## src/rtl/demux_pkg.sv

```systemverilog
// Shared constants for the 2:1 2-bit mux/demux path.
// Lane ids, default sizing and a ceil-log2 helper for pointer widths.
package demux_pkg;

    localparam logic LANE0 = 1'b0;
    localparam logic LANE1 = 1'b1;

    localparam int DEF_WIDTH = 2;
    localparam int DEF_DEPTH = 4;

    function automatic int clog2(input int value);
        int r;
        r = 0;
        while ((1 << r) < value) r++;
        return r;
    endfunction

endpackage

```

## src/rtl/demux_lane_fifo.sv

```systemverilog
// Per-lane FIFO with registered head and occupancy count.
// Ports: clk_i, rst_i (async, high), push_i, pop_i, data_i,
//        data_o (0 when empty), empty_o, full_o, count_o (0..DEPTH).
module demux_lane_fifo
    import demux_pkg::*;
#(
    parameter int WIDTH = DEF_WIDTH,
    parameter int DEPTH = DEF_DEPTH
) (
    input  logic               clk_i,
    input  logic               rst_i,
    input  logic               push_i,
    input  logic               pop_i,
    input  logic [WIDTH-1:0]   data_i,
    output logic [WIDTH-1:0]   data_o,
    output logic               empty_o,
    output logic               full_o,
    output logic [clog2(DEPTH):0] count_o
);

    localparam int AW = clog2(DEPTH);

    logic [WIDTH-1:0] mem_q [DEPTH];
    logic [AW-1:0]    wr_q, wr_d;
    logic [AW-1:0]    rd_q, rd_d;
    logic [AW:0]      cnt_q, cnt_d;
    logic             do_push;
    logic             do_pop;

    assign empty_o = (cnt_q == '0);
    assign full_o  = (cnt_q == (AW+1)'(DEPTH));
    assign count_o = cnt_q;

    // Guard here as well so a stray pop/push never corrupts the count.
    assign do_push = push_i && !full_o;
    assign do_pop  = pop_i && !empty_o;

    // Head reads 0 while empty, even after slots have been drained.
    assign data_o = empty_o ? '0 : mem_q[rd_q];

    always_comb begin
        wr_d  = wr_q;
        rd_d  = rd_q;
        cnt_d = cnt_q;
        if (do_push) wr_d = wr_q + AW'(1);
        if (do_pop)  rd_d = rd_q + AW'(1);
        unique case ({do_push, do_pop})
            2'b10:   cnt_d = cnt_q + (AW+1)'(1);
            2'b01:   cnt_d = cnt_q - (AW+1)'(1);
            default: cnt_d = cnt_q;
        endcase
    end

    always_ff @(posedge clk_i or posedge rst_i) begin
        if (rst_i) begin
            wr_q  <= '0;
            rd_q  <= '0;
            cnt_q <= '0;
            for (int i = 0; i < DEPTH; i++) mem_q[i] <= '0;
        end else begin
            wr_q  <= wr_d;
            rd_q  <= rd_d;
            cnt_q <= cnt_d;
            if (do_push) mem_q[wr_q] <= data_i;
        end
    end

endmodule

```

## src/rtl/demux1_2_2bits_fifo.sv

```systemverilog
// 1:2 demux splitting one word stream into two buffered lanes.
// Ports: clk, reset, data_in/valid_in/selector/ready_in upstream;
//        data_outX/valid_outX/ready_outX per lane; sticky overflow.
module demux1_2_2bits_fifo
    import demux_pkg::*;
#(
    parameter int WIDTH    = DEF_WIDTH,
    parameter int DEPTH    = DEF_DEPTH,
    parameter bit AUTO_ALT = 1'b0
) (
    input  logic             clk,
    input  logic             reset,
    input  logic [WIDTH-1:0] data_in,
    input  logic             valid_in,
    input  logic             selector,
    output logic             ready_in,
    output logic [WIDTH-1:0] data_out0,
    output logic             valid_out0,
    input  logic             ready_out0,
    output logic [WIDTH-1:0] data_out1,
    output logic             valid_out1,
    input  logic             ready_out1,
    output logic             overflow
);

    logic alt_q, alt_d;
    logic ovf_q, ovf_d;
    logic tgt;
    logic push;
    logic empty0, empty1;
    logic full0, full1;
    logic [clog2(DEPTH):0] cnt0_unused;
    logic [clog2(DEPTH):0] cnt1_unused;

    assign tgt      = AUTO_ALT ? alt_q : selector;
    assign ready_in = (tgt == LANE1) ? !full1 : !full0;
    assign push     = valid_in && ready_in;

    assign valid_out0 = !empty0;
    assign valid_out1 = !empty1;
    assign overflow   = ovf_q;

    // Alternation only advances on an accepted word.
    always_comb begin
        alt_d = alt_q ^ push;
        ovf_d = ovf_q | (valid_in & ~ready_in);
    end

    always_ff @(posedge clk or posedge reset) begin
        if (reset) begin
            alt_q <= LANE0;
            ovf_q <= 1'b0;
        end else begin
            alt_q <= alt_d;
            ovf_q <= ovf_d;
        end
    end

    demux_lane_fifo #(.WIDTH(WIDTH), .DEPTH(DEPTH)) u_lane0 (
        .clk_i   (clk),
        .rst_i   (reset),
        .push_i  (push && (tgt == LANE0)),
        .pop_i   (ready_out0),
        .data_i  (data_in),
        .data_o  (data_out0),
        .empty_o (empty0),
        .full_o  (full0),
        .count_o (cnt0_unused)
    );

    demux_lane_fifo #(.WIDTH(WIDTH), .DEPTH(DEPTH)) u_lane1 (
        .clk_i   (clk),
        .rst_i   (reset),
        .push_i  (push && (tgt == LANE1)),
        .pop_i   (ready_out1),
        .data_i  (data_in),
        .data_o  (data_out1),
        .empty_o (empty1),
        .full_o  (full1),
        .count_o (cnt1_unused)
    );

endmodule

```

## config.mk

```make
export PLATFORM = sky130hd
export DESIGN_NAME = demux1_2_2bits_fifo
export DESIGN_NICKNAME = d
export VERILOG_FILES = /design/src/rtl/demux_pkg.sv /design/src/rtl/demux_lane_fifo.sv /design/src/rtl/demux1_2_2bits_fifo.sv
export SDC_FILE = /design/constraint.sdc
export NUM_CORES = 1
export LEC_CHECK = 0
export CAP_MARGIN = 20
export CORE_ASPECT_RATIO = 1.2
export CORE_MARGIN = 2
export CORE_UTILIZATION = 56
export CTS_CLUSTER_SIZE = 28
export DETAILED_ROUTE_END_ITERATION = 6
export PLACE_DENSITY = 0.81
export SETUP_SLACK_MARGIN = 0.3
export SYNTH_ARGS = -nofsm -noshare
export SYNTH_HDL_FRONTEND = slang
export SYNTH_HIERARCHICAL = 1
export SYNTH_SLANG_ARGS = --single-unit
```

## constraint.sdc

```tcl
create_clock -name clk -period 2.3 [get_ports clk]
set_clock_uncertainty 0.1 [all_clocks]
set_input_delay 0.69 -clock clk [delete_from_list [all_inputs] [get_ports clk]]
set_output_delay 0.69 -clock clk [all_outputs]
set_load 0.05 [all_outputs]
```

==> results.md <==
* Status: finished, violations left
* Failing checks: negative setup slack
* Core footprint at around 2800 um^2
* Synthesized area per cell at 12.5 um^2
* Worst Max-Slew Pin Slew at roughly 580 ps
* Post-synth EDFFs at 0
* Placed instance count at 194
* Dpl hpwl at between 2000 and 2500 um
* Vias/cell at between 5 and 6
* Gr usage total at between 20% and 30%
* FMAX at 0.430 GHz
* M1 wire length at ~1300 um
* Pre-CTS setup slack at -309 ps
* Clk_lat worst skew at approximately 330 ps
* Most frequent cell after synthesis: dfrtp_1
* Area Overhead vs Synth at 36.2%
* Core Rows at 21
* Port Buf Inserts at 15
* Biggest area consumer among synthesized cells: dfrtp_1
* Hold buffer count at cts at 0
* Peak VDD IR at around 1.2 mV
* Mapped Cells at 132
* Final period util at 101%
* IO Count at 16
* WL met3 at about 100 um
* CTS H-Tree Depth at 2
* Share of the synthesized area in the top cell type at 47.1%
* Crit path launch type: register
* Post-synth ARST share at 100%
* Final Hold Fails at 0
* Clock sinks at 31
* # diodes at 0
* Initial antenna violation count at 0
* Placed cell areas at about 2000 um^2
* Clk buf depth at 2
* Via count at about 1,100
* Final Max Slew Viols at 0
* RSZ-0062 raised after global routing: true
* Post-synthesis sequential area ratio at between 40% and 50%
* Number of global-route vias before repair at approximately 1,200
* Synth Register Bits at 31
* CP Data Arrival Time at 1540 ps
* Die Area at between 3000 and 4000 um^2
* Remaining DRCs at 0
* MaxCap Viol Count at 0
* R2r setup slk at around 150 ps
* Max-Slew Margin vs Limit at between 60% and 70%
* Mux contribution to synthesized area at between 10% and 20%
* Total CTS buffers at 5
* Post-synthesis compound-gate area fraction at around 1.9%
* First-pass GRT wire length at roughly 5700 um
* Filler Cells Inserted at ~160
* Setup CP Type: register to primary output
* WHS at about 390 ps
* Layout cell share with drive strength beyond 1 at approximately 54%
* Max FO, Critical Path at 4
* Global placer's final weighted congestion at between 0.7 and 0.8
* Synth warn at 6
* Main combinational cell family by area after synthesis: multiplexers
* Final setup viols at 4
* Lkg Pwr at roughly 0.0010 uW
* Mapped Area at 1650 um^2
* Power density over the cells at between 1500 and 2000 nW/um^2
* Synth unique cells at 17
* Worst R2R End: u_lane0/count_o[2]
* Min-delay src: overflow
* Top Layer Used: met4
* XOR/XNOR Fraction of Synth Area at under 10%
* WHS Path Cells at 1
* Synth Area in Simple Gates at 11.4%
* Critical Path Sink Type: primary output
* Worst Hold End: overflow
* Die Y at around 63 um
* Setup ws final at -25.9 ps
* Initial DRC Count at 29
* Worst R2R Start: u_lane0/count_o[0]
* CTS root buf: clkbuf_4
* Initial core utilization at about three fifths
* Pre-Repair DR Iteration Count at 4
* R2r worst-path depth at 10
* Routed wl met2 at ~1800 um
* Worst min-delay path class: register to register
* Die X at between 50 and 60 um
* Post-layout nets at 200
* Final instance area at 2240 um^2
* Min Tclk post-route at roughly 2300 ps
* Largest cells by area after synthesis: dfrtp_1 47%, mux2_2 12%, ha_1 7.6%
* TritonCTS clock tree: built
* Syn Nets at around 150
* Worst EP required at approximately 1500 ps
* Wire per inst at between 15 and 20 um
* Routed Antenna Nets at 0
* Commonest cells in the netlist: 31 x dfrtp_1, 18 x mux2_2, 16 x inv_1
* Synth Flop Type: dfrtp_1
* Synth Area in Adders at approximately 10%
* Final wirelength at around 3300 um
* Grt total ovfl at 0
* Multi-input gate area at just over 900 um^2
* Tot Pwr at ~3500 uW
* CTS clk-pin slew, worst paths at around 100 ps
* Maximum number of pins on one net before global-route repair at 16
* Sequential Area at between 700 and 800 um^2
* Final cell count without fillers at roughly 220
==> through the flow <==
step | utilization (%) | TNS, ps
2_1_floorplan | - | 0
3_3_place_gp | 71.0 | -2920
3_5_place_dp | 71.0 | -4090
4_1_cts | 78.3 | -207
5_1_grt | 79.8 | -418
6_report | 79.8 | -79.2
==> layer usage <==
metal,vias to the layer above,GRT usage [%]
met5,-,0
li1,528,-
met2,24,40.0
met4,0,10.6
met3,7,8.06
met1,561,26.7
==> final cells by class <==
class                           instances  area share [%]
Clock inverter                          2            1.56
Multi-Input combinational cell         85            40.7
Tap cell                               34            1.90
Clock buffer                            6            2.29
Sequential cell                        31            34.9
Inverter                               16            2.68
Timing Repair Buffer                   41            15.9
==> layout by cell type (no fill, tap or decap), types with 2 or more instances in the layout <==
cell	count
mux4_2	4
nor3_4	2
ha_1	8
nor2b_4	4
dfrtp_1	24
mux2i_1	2
inv_2	4
buf_4	25
nor2_1	10
nand2b_4	2
ha_4	2
fa_2	2
dlygate4sd2_1	2
clkdlybuf4s50_1	4
o31a_2	2
clkbuf_4	5
xor2_1	6
dfrtp_2	7
nand2_1	10
xnor2_1	6
mux2_2	18
buf_6	6
clkbuf_2	2
inv_1	12
nor3b_4	2
==> registers in the layout (all words and copies together), names as in the netlist <==
| register | count |
|---|---|
| u_lane0/mem_q | 8 |
| u_lane1/mem_q | 8 |
| u_lane0/count_o | 3 |
| u_lane1/count_o | 3 |
| u_lane0/rd_q | 2 |
| u_lane0/wr_q | 2 |
| u_lane1/rd_q | 2 |
| u_lane1/wr_q | 2 |
| overflow | 1 |
==> worst max path at each step <==
stage,from,to,cells after the start
after global routing,u_lane0/rd_q[0],data_out0[1],3
after global placement,selector,u_lane1/count_o[2],10
final,u_lane1/rd_q[0],data_out1[0],3
after floorplan,selector,ready_in,1
after CTS,u_lane0/rd_q[0],data_out0[0],3
after detailed placement,selector,u_lane1/count_o[2],10
==> logic make-up (layout without fill, tap and decap cells) <==
kind of cell | Yosys count | after routing
multiplexers | 25 | 25
flip-flops | 31 | 31
adder cells (fa/ha/maj) | 12 | 12
AND/OR/NAND/NOR | 33 | 33
buffers and inverters | 16 | 65
XOR/XNOR | 12 | 12
AO/OA/AOI/OAI | 3 | 3
==> power by group <==
part           switching [uW]  leakage (uW)  total (uW)  internal (uW)
Combinational             934      0.000640        1990           1050
Clock                     189     0.0000482         446            257
Sequential                267      0.000360        1110            843
Total                    1390       0.00105        3540           2150
==> critical path: stages, from the launching register on <==
cell     delay (ps)
dfrtp_2         420
mux4_2          500
nor2b_4         140
buf_6           140
==> what timing repair did <==
action                                  in CTS  in global routing
gates resized for setup                     26                  7
endpoints found under the setup margin      28                 12
pin swaps                                    5                  5
buffers inserted                             7                  6
Note: power is estimated with default switching activity, not from simulation.
